### config.mk
export PLATFORM = sky130hd
export DESIGN_NAME = if_fetch_stage
export DESIGN_NICKNAME = d
export VERILOG_FILES = /design/src/rtl/if_fetch_stage.sv
export SDC_FILE = /design/constraint.sdc
export NUM_CORES = 1
export LEC_CHECK = 0
export ABC_AREA = 1
export BUFFER_PORTS_ARGS = -buffer_cell sky130_fd_sc_hd__buf_2
export CORE_MARGIN = 5
export CORE_UTILIZATION = 50
export CTS_CLUSTER_SIZE = 10
export DETAILED_ROUTE_END_ITERATION = 8
export MAX_ROUTING_LAYER = met4
export PLACE_DENSITY = 0.87
export SYNTH_ARGS = -nofsm -noshare
export SYNTH_HDL_FRONTEND = slang
export SYNTH_SLANG_ARGS = --single-unit
export TNS_END_PERCENT = 5
### constraint.sdc
create_clock -name clk_IF -period 1.41 [get_ports clk_IF]
set_input_delay 0.423 -clock clk_IF [delete_from_list [all_inputs] [get_ports clk_IF]]
set_output_delay 0.423 -clock clk_IF [all_outputs]
set_load 0.02 [all_outputs]
### src/rtl/if_fetch_stage.sv
// Instruction fetch stage: owns the PC, runs the imem req/ack handshake and
// presents registered {instruction, pc+4, valid} to the IF/ID register.
module if_fetch_stage #(
    parameter logic [7:0]  RESET_PC = 8'h00,
    parameter logic [31:0] NOP_WORD = 32'h00000000
) (
    input  logic        clk_IF,
    input  logic        rstn_IF,
    input  logic        stall_IF,
    input  logic        branch_IF,
    input  logic [7:0]  target_IF,
    output logic        imem_req_IF,
    output logic [7:0]  imem_addr_IF,
    input  logic        imem_ack_IF,
    input  logic [31:0] imem_rdata_IF,
    output logic [31:0] instruction_IF,
    output logic [7:0]  nextInst_IF,
    output logic        valid_IF,
    output logic [7:0]  pc_IF
);

    typedef enum logic [1:0] {
        IDLE      = 2'd0,
        FETCH     = 2'd1,
        WAIT_SLOT = 2'd2,
        KILL      = 2'd3
    } state_t;

    function automatic logic [7:0] pc_plus4(input logic [7:0] pc);
        return pc + 8'd4;
    endfunction

    state_t      state_r, state_s;
    logic [7:0]  pc_r, pc_s;
    logic [31:0] inst_r, inst_s;
    logic [7:0]  next_r, next_s;
    logic        valid_r, valid_s;
    logic        req_r, req_s;
    logic        skid_valid_r, skid_valid_s;
    logic [31:0] skid_inst_r, skid_inst_s;
    logic [7:0]  skid_next_r, skid_next_s;
    logic        blocked_s;

    assign blocked_s = valid_r & stall_IF;

    // Next-state, PC, output-slot and skid selection
    always_comb begin
        state_s      = state_r;
        pc_s         = pc_r;
        inst_s       = inst_r;
        next_s       = next_r;
        valid_s      = valid_r;
        skid_valid_s = skid_valid_r;
        skid_inst_s  = skid_inst_r;
        skid_next_s  = skid_next_r;

        if (branch_IF) begin
            // Redirect wins over stall; an unacked request must still be drained
            pc_s         = {target_IF[7:2], 2'b00};
            inst_s       = NOP_WORD;
            valid_s      = 1'b0;
            skid_valid_s = 1'b0;
            case (state_r)
                FETCH:     state_s = imem_ack_IF ? FETCH : KILL;
                KILL:      state_s = KILL;
                IDLE:      state_s = FETCH;
                WAIT_SLOT: state_s = FETCH;
                default:   state_s = IDLE;
            endcase
        end else begin
            case (state_r)
                IDLE: begin
                    state_s = FETCH;
                    if (!blocked_s) begin
                        inst_s  = NOP_WORD;
                        valid_s = 1'b0;
                    end else begin
                        inst_s  = inst_r;
                        valid_s = valid_r;
                    end
                end
                FETCH: begin
                    if (imem_ack_IF) begin
                        pc_s = pc_plus4(pc_r);
                        if (!blocked_s) begin
                            inst_s  = imem_rdata_IF;
                            next_s  = pc_plus4(pc_r);
                            valid_s = 1'b1;
                        end else begin
                            skid_valid_s = 1'b1;
                            skid_inst_s  = imem_rdata_IF;
                            skid_next_s  = pc_plus4(pc_r);
                            state_s      = WAIT_SLOT;
                        end
                    end else if (!blocked_s) begin
                        inst_s  = NOP_WORD;
                        valid_s = 1'b0;
                    end else begin
                        inst_s  = inst_r;
                        valid_s = valid_r;
                    end
                end
                WAIT_SLOT: begin
                    if (!stall_IF) begin
                        inst_s       = skid_inst_r;
                        next_s       = skid_next_r;
                        valid_s      = skid_valid_r;
                        skid_valid_s = 1'b0;
                        state_s      = FETCH;
                    end else begin
                        state_s = WAIT_SLOT;
                    end
                end
                KILL: begin
                    if (imem_ack_IF) begin
                        state_s = FETCH;
                    end else begin
                        state_s = KILL;
                    end
                    if (!blocked_s) begin
                        inst_s  = NOP_WORD;
                        valid_s = 1'b0;
                    end else begin
                        inst_s  = inst_r;
                        valid_s = valid_r;
                    end
                end
                default: state_s = IDLE;
            endcase
        end

        req_s = (state_s == FETCH) || (state_s == KILL);
    end

    // State, PC, output slot and skid registers
    always_ff @(posedge clk_IF or negedge rstn_IF) begin
        if (!rstn_IF) begin
            state_r      <= IDLE;
            pc_r         <= RESET_PC;
            inst_r       <= NOP_WORD;
            next_r       <= 8'h00;
            valid_r      <= 1'b0;
            req_r        <= 1'b0;
            skid_valid_r <= 1'b0;
            skid_inst_r  <= NOP_WORD;
            skid_next_r  <= 8'h00;
        end else begin
            state_r      <= state_s;
            pc_r         <= pc_s;
            inst_r       <= inst_s;
            next_r       <= next_s;
            valid_r      <= valid_s;
            req_r        <= req_s;
            skid_valid_r <= skid_valid_s;
            skid_inst_r  <= skid_inst_s;
            skid_next_r  <= skid_next_s;
        end
    end

    assign imem_req_IF    = req_r;
    assign imem_addr_IF   = pc_r;
    assign pc_IF          = pc_r;
    assign instruction_IF = inst_r;
    assign nextInst_IF    = next_r;
    assign valid_IF       = valid_r;

endmodule

==> impl_metrics.yaml <==
status:
  outcome: "complete, but fails checks"
  violations: "negative setup slack"
place:
  hpwl_um: 9570
  placed_cell_area_mm2: 0.00571
  place_inst: 874
  io_buffers: 94
  gp_congestion: 0.890
sta:
  rsz0062_at_grt: "true"
  period_minus_slack_ps: 1600
  worst_slack_ps: -185
  setup_tns_ps: -8500
  fin_crit_sh_pct: 113
  slew_viol_final: 0
  fmax_ghz: 0.627
  skew_ps: 14.4
  finalHoldViolations: 0
  setup_viol: 89
cts:
  clkSlewWorstSetupHoldPaths_ps: 90
  cts_tree: "built"
  clkLatencyLatePin_ps: 380
  cts-root-buf: "clkbuf_8"
  clockBufferDepth: 2
  cts_buffers: 9
  clock-sinks: 86
  hold_buffers: 0
  h-tree-depth: 3
critical_path:
  path_delay_family: "simple AND/OR/NAND/NOR gates"
  crit_path_cell_trace: "buf_4 -> ha_4 -> nand2_4 -> inv_2 -> nand2_2 -> nand2_8 -> buf_12 -> nand2_1 -> o21ai_2"
  cp_slowest_cell: "dfrtp_1"
  cp_max_fo: 8
  r2r_start: "state_r[1]"
  startpoint: "state_r[1]"
  crit_buf_inv: 3
  path_class: "register to register"
  required_ps: 1680
  crit_path_start_kind: "register"
  cp-end-kind: "register"
  slowest_delay_ps: 410
  arrival_ps: 1860
floorplanning:
  die_h_um: 109
  core_area_mm2: 0.00968
  start_util_pct: 50.7
  fp.dieW_um: 109
  num_rows: 36
  dieArea_mm2: 0.0119
  pin_count: 103
finish:
  fillCellCount: 679
  drive_gt1_share_pct: 32.7
  regArea_mm2: 0.00217
  area_growth_pct: 35.6
  final_common_cell: "nand2_1"
  most-common-layout-cells: "nand2_1 (155), dfrtp_1 (75), nand3_1 (74)"
  multi_input_area_mm2: 0.00257
  final_util_pct: 68.8
  post_layout_nonfiller_instances: 909
  final_nets: 821
  design_area_mm2: 0.00667
  diodes: 0
detailed_routing:
  wl_um: 16900
  drt-initial-drc-count: 745
  drc_errors: 0
  vias: 5522
  drtPass1Iterations: 6
  viasPerCell: 6.07
  wl_per_cell_um: 18.5
  ant_nets: 0
synthesis:
  synth-seq-cells: 86
  syn_area_per_cell_um2: 7.48
  synth_xor_area_share_pct: 0.178
  synth-simple-area-share_pct: 32.2
  synthCells: 657
  async_flop_share_pct: 100
  seq_area_frac_synth_pct: 43.8
  synth_compound_area_share_pct: 12.8
  netlist_area_mm2: 0.00491
  synth_edf_count: 0
  synth_flop_cell: "dfrtp_1"
  synthMuxAreaShare_pct: 0
  synth.distinct_cells: 30
  synth_top_family_by_area: "simple AND/OR/NAND/NOR gates"
  yosys_warnings: 0
  synthAdderAreaFrac_pct: 1.27
pwr:
  cellPowerDensity_mw_per_mm2: 2110
  leakagePower_uw: 0.00318
  vdd_drop_max_mv: 0.876
  p_total_uw: 14000
global_route:
  grt_start_max_net_pins: 44
  antenna_found_initial: 0
  grt_use_total_pct: 26.8
  grt-ovfl-total: 0
  grt_pass1_wl_um: 24400
  grt_pass1_vias: 5106
min_path:
  hp-class: "input port to asynchronous set/reset pin"
flow_run:
  maxCapViolCount: 0
-- report_power, final --
| group | switching, µW | total [µW] | internal [µW] |
|---|---|---|---|
| clock | 942 | 1860 | 923 |
| sequential | 1060 | 4620 | 3560 |
| combinational | 4470 | 7560 | 3090 |
| total | 6470 | 14000 | 7570 |
-- worst paths after layout --
check                      cells past startpoint  slack (ps)                 end
hold reg to reg                                2         480      nextInst_IF[7]
setup / recovery                               9        -190  instruction_IF[27]
max in group asynchronous                      2        1150     imem_addr_IF[7]
min in group clk_IF                            3         260     imem_addr_IF[4]
setup reg to reg                               9        -190  instruction_IF[27]
hold / removal                                 2          10  instruction_IF[11]
-- per-stage QoR --
step	worst slack [ps]	hold slack (ps)
after floorplan	-39.7	127
after global placement	-107	432
after detailed placement	-148	430
after CTS	-130	27.3
after global routing	-250	30.5
final	-185	11.2
-- layer usage --
metal,up-vias,part of all wire [%],global-route usage [%]
met2,420,49,44.2
met3,90,10,5.15
li1,2411,-,-
met1,2601,36,31.5
met5,-,0,-
met4,0,4.2,13.1
-- cell usage after synthesis, types with 4 or more instances --
library cell,count,share of area (%)
a21oi_1,62,6.3
buf_2,22,2.2
buf_4,18,2.7
buf_6,7,1.6
clkbuf_1,7,0.53
dfrtp_1,86,44
ha_1,5,1.3
inv_1,23,1.8
inv_2,4,0.31
nand2_1,169,13
nand3_1,75,7.6
nand4_1,33,4.2
nor2_1,68,5.2
o211ai_1,5,0.76
o21ai_0,23,2.3
o21ai_1,30,3.1
-- repair_timing --
action | CTS | global route
setup buffers | 12 | 0
setup endpoints to repair | 97 | 119
gates cloned | 3 | 4
pin swaps | 10 | 9
gates resized for setup | 51 | 117
-- cell type report --
class | count | share of cell area [%]
clock inverter | 4 | 0.826
inverter | 30 | 2.23
timing repair buffer | 154 | 21.1
tap | 133 | 2.50
clock buffer | 12 | 2.33
multi-input combinational | 490 | 38.6
sequential | 86 | 32.5
-- logic make-up after synthesis --
group | count (synthesis)
other | 1
adder cells (fa/ha/maj) | 5
AND/OR/NAND/NOR | 355
XOR/XNOR | 1
buffers and inverters | 87
AO/OA/AOI/OAI | 122
flip-flops | 86
-- registers in the layout (all words and copies together) (netlist names) --
register / count
skid_next_r: 6
skid_inst_r: 32
valid_IF: 1
state_r: 2
skid_valid_r: 1
nextInst_IF: 6
instruction_IF: 32
imem_addr_IF: 6
No activity file was read; power rests on OpenSTA's default activity.
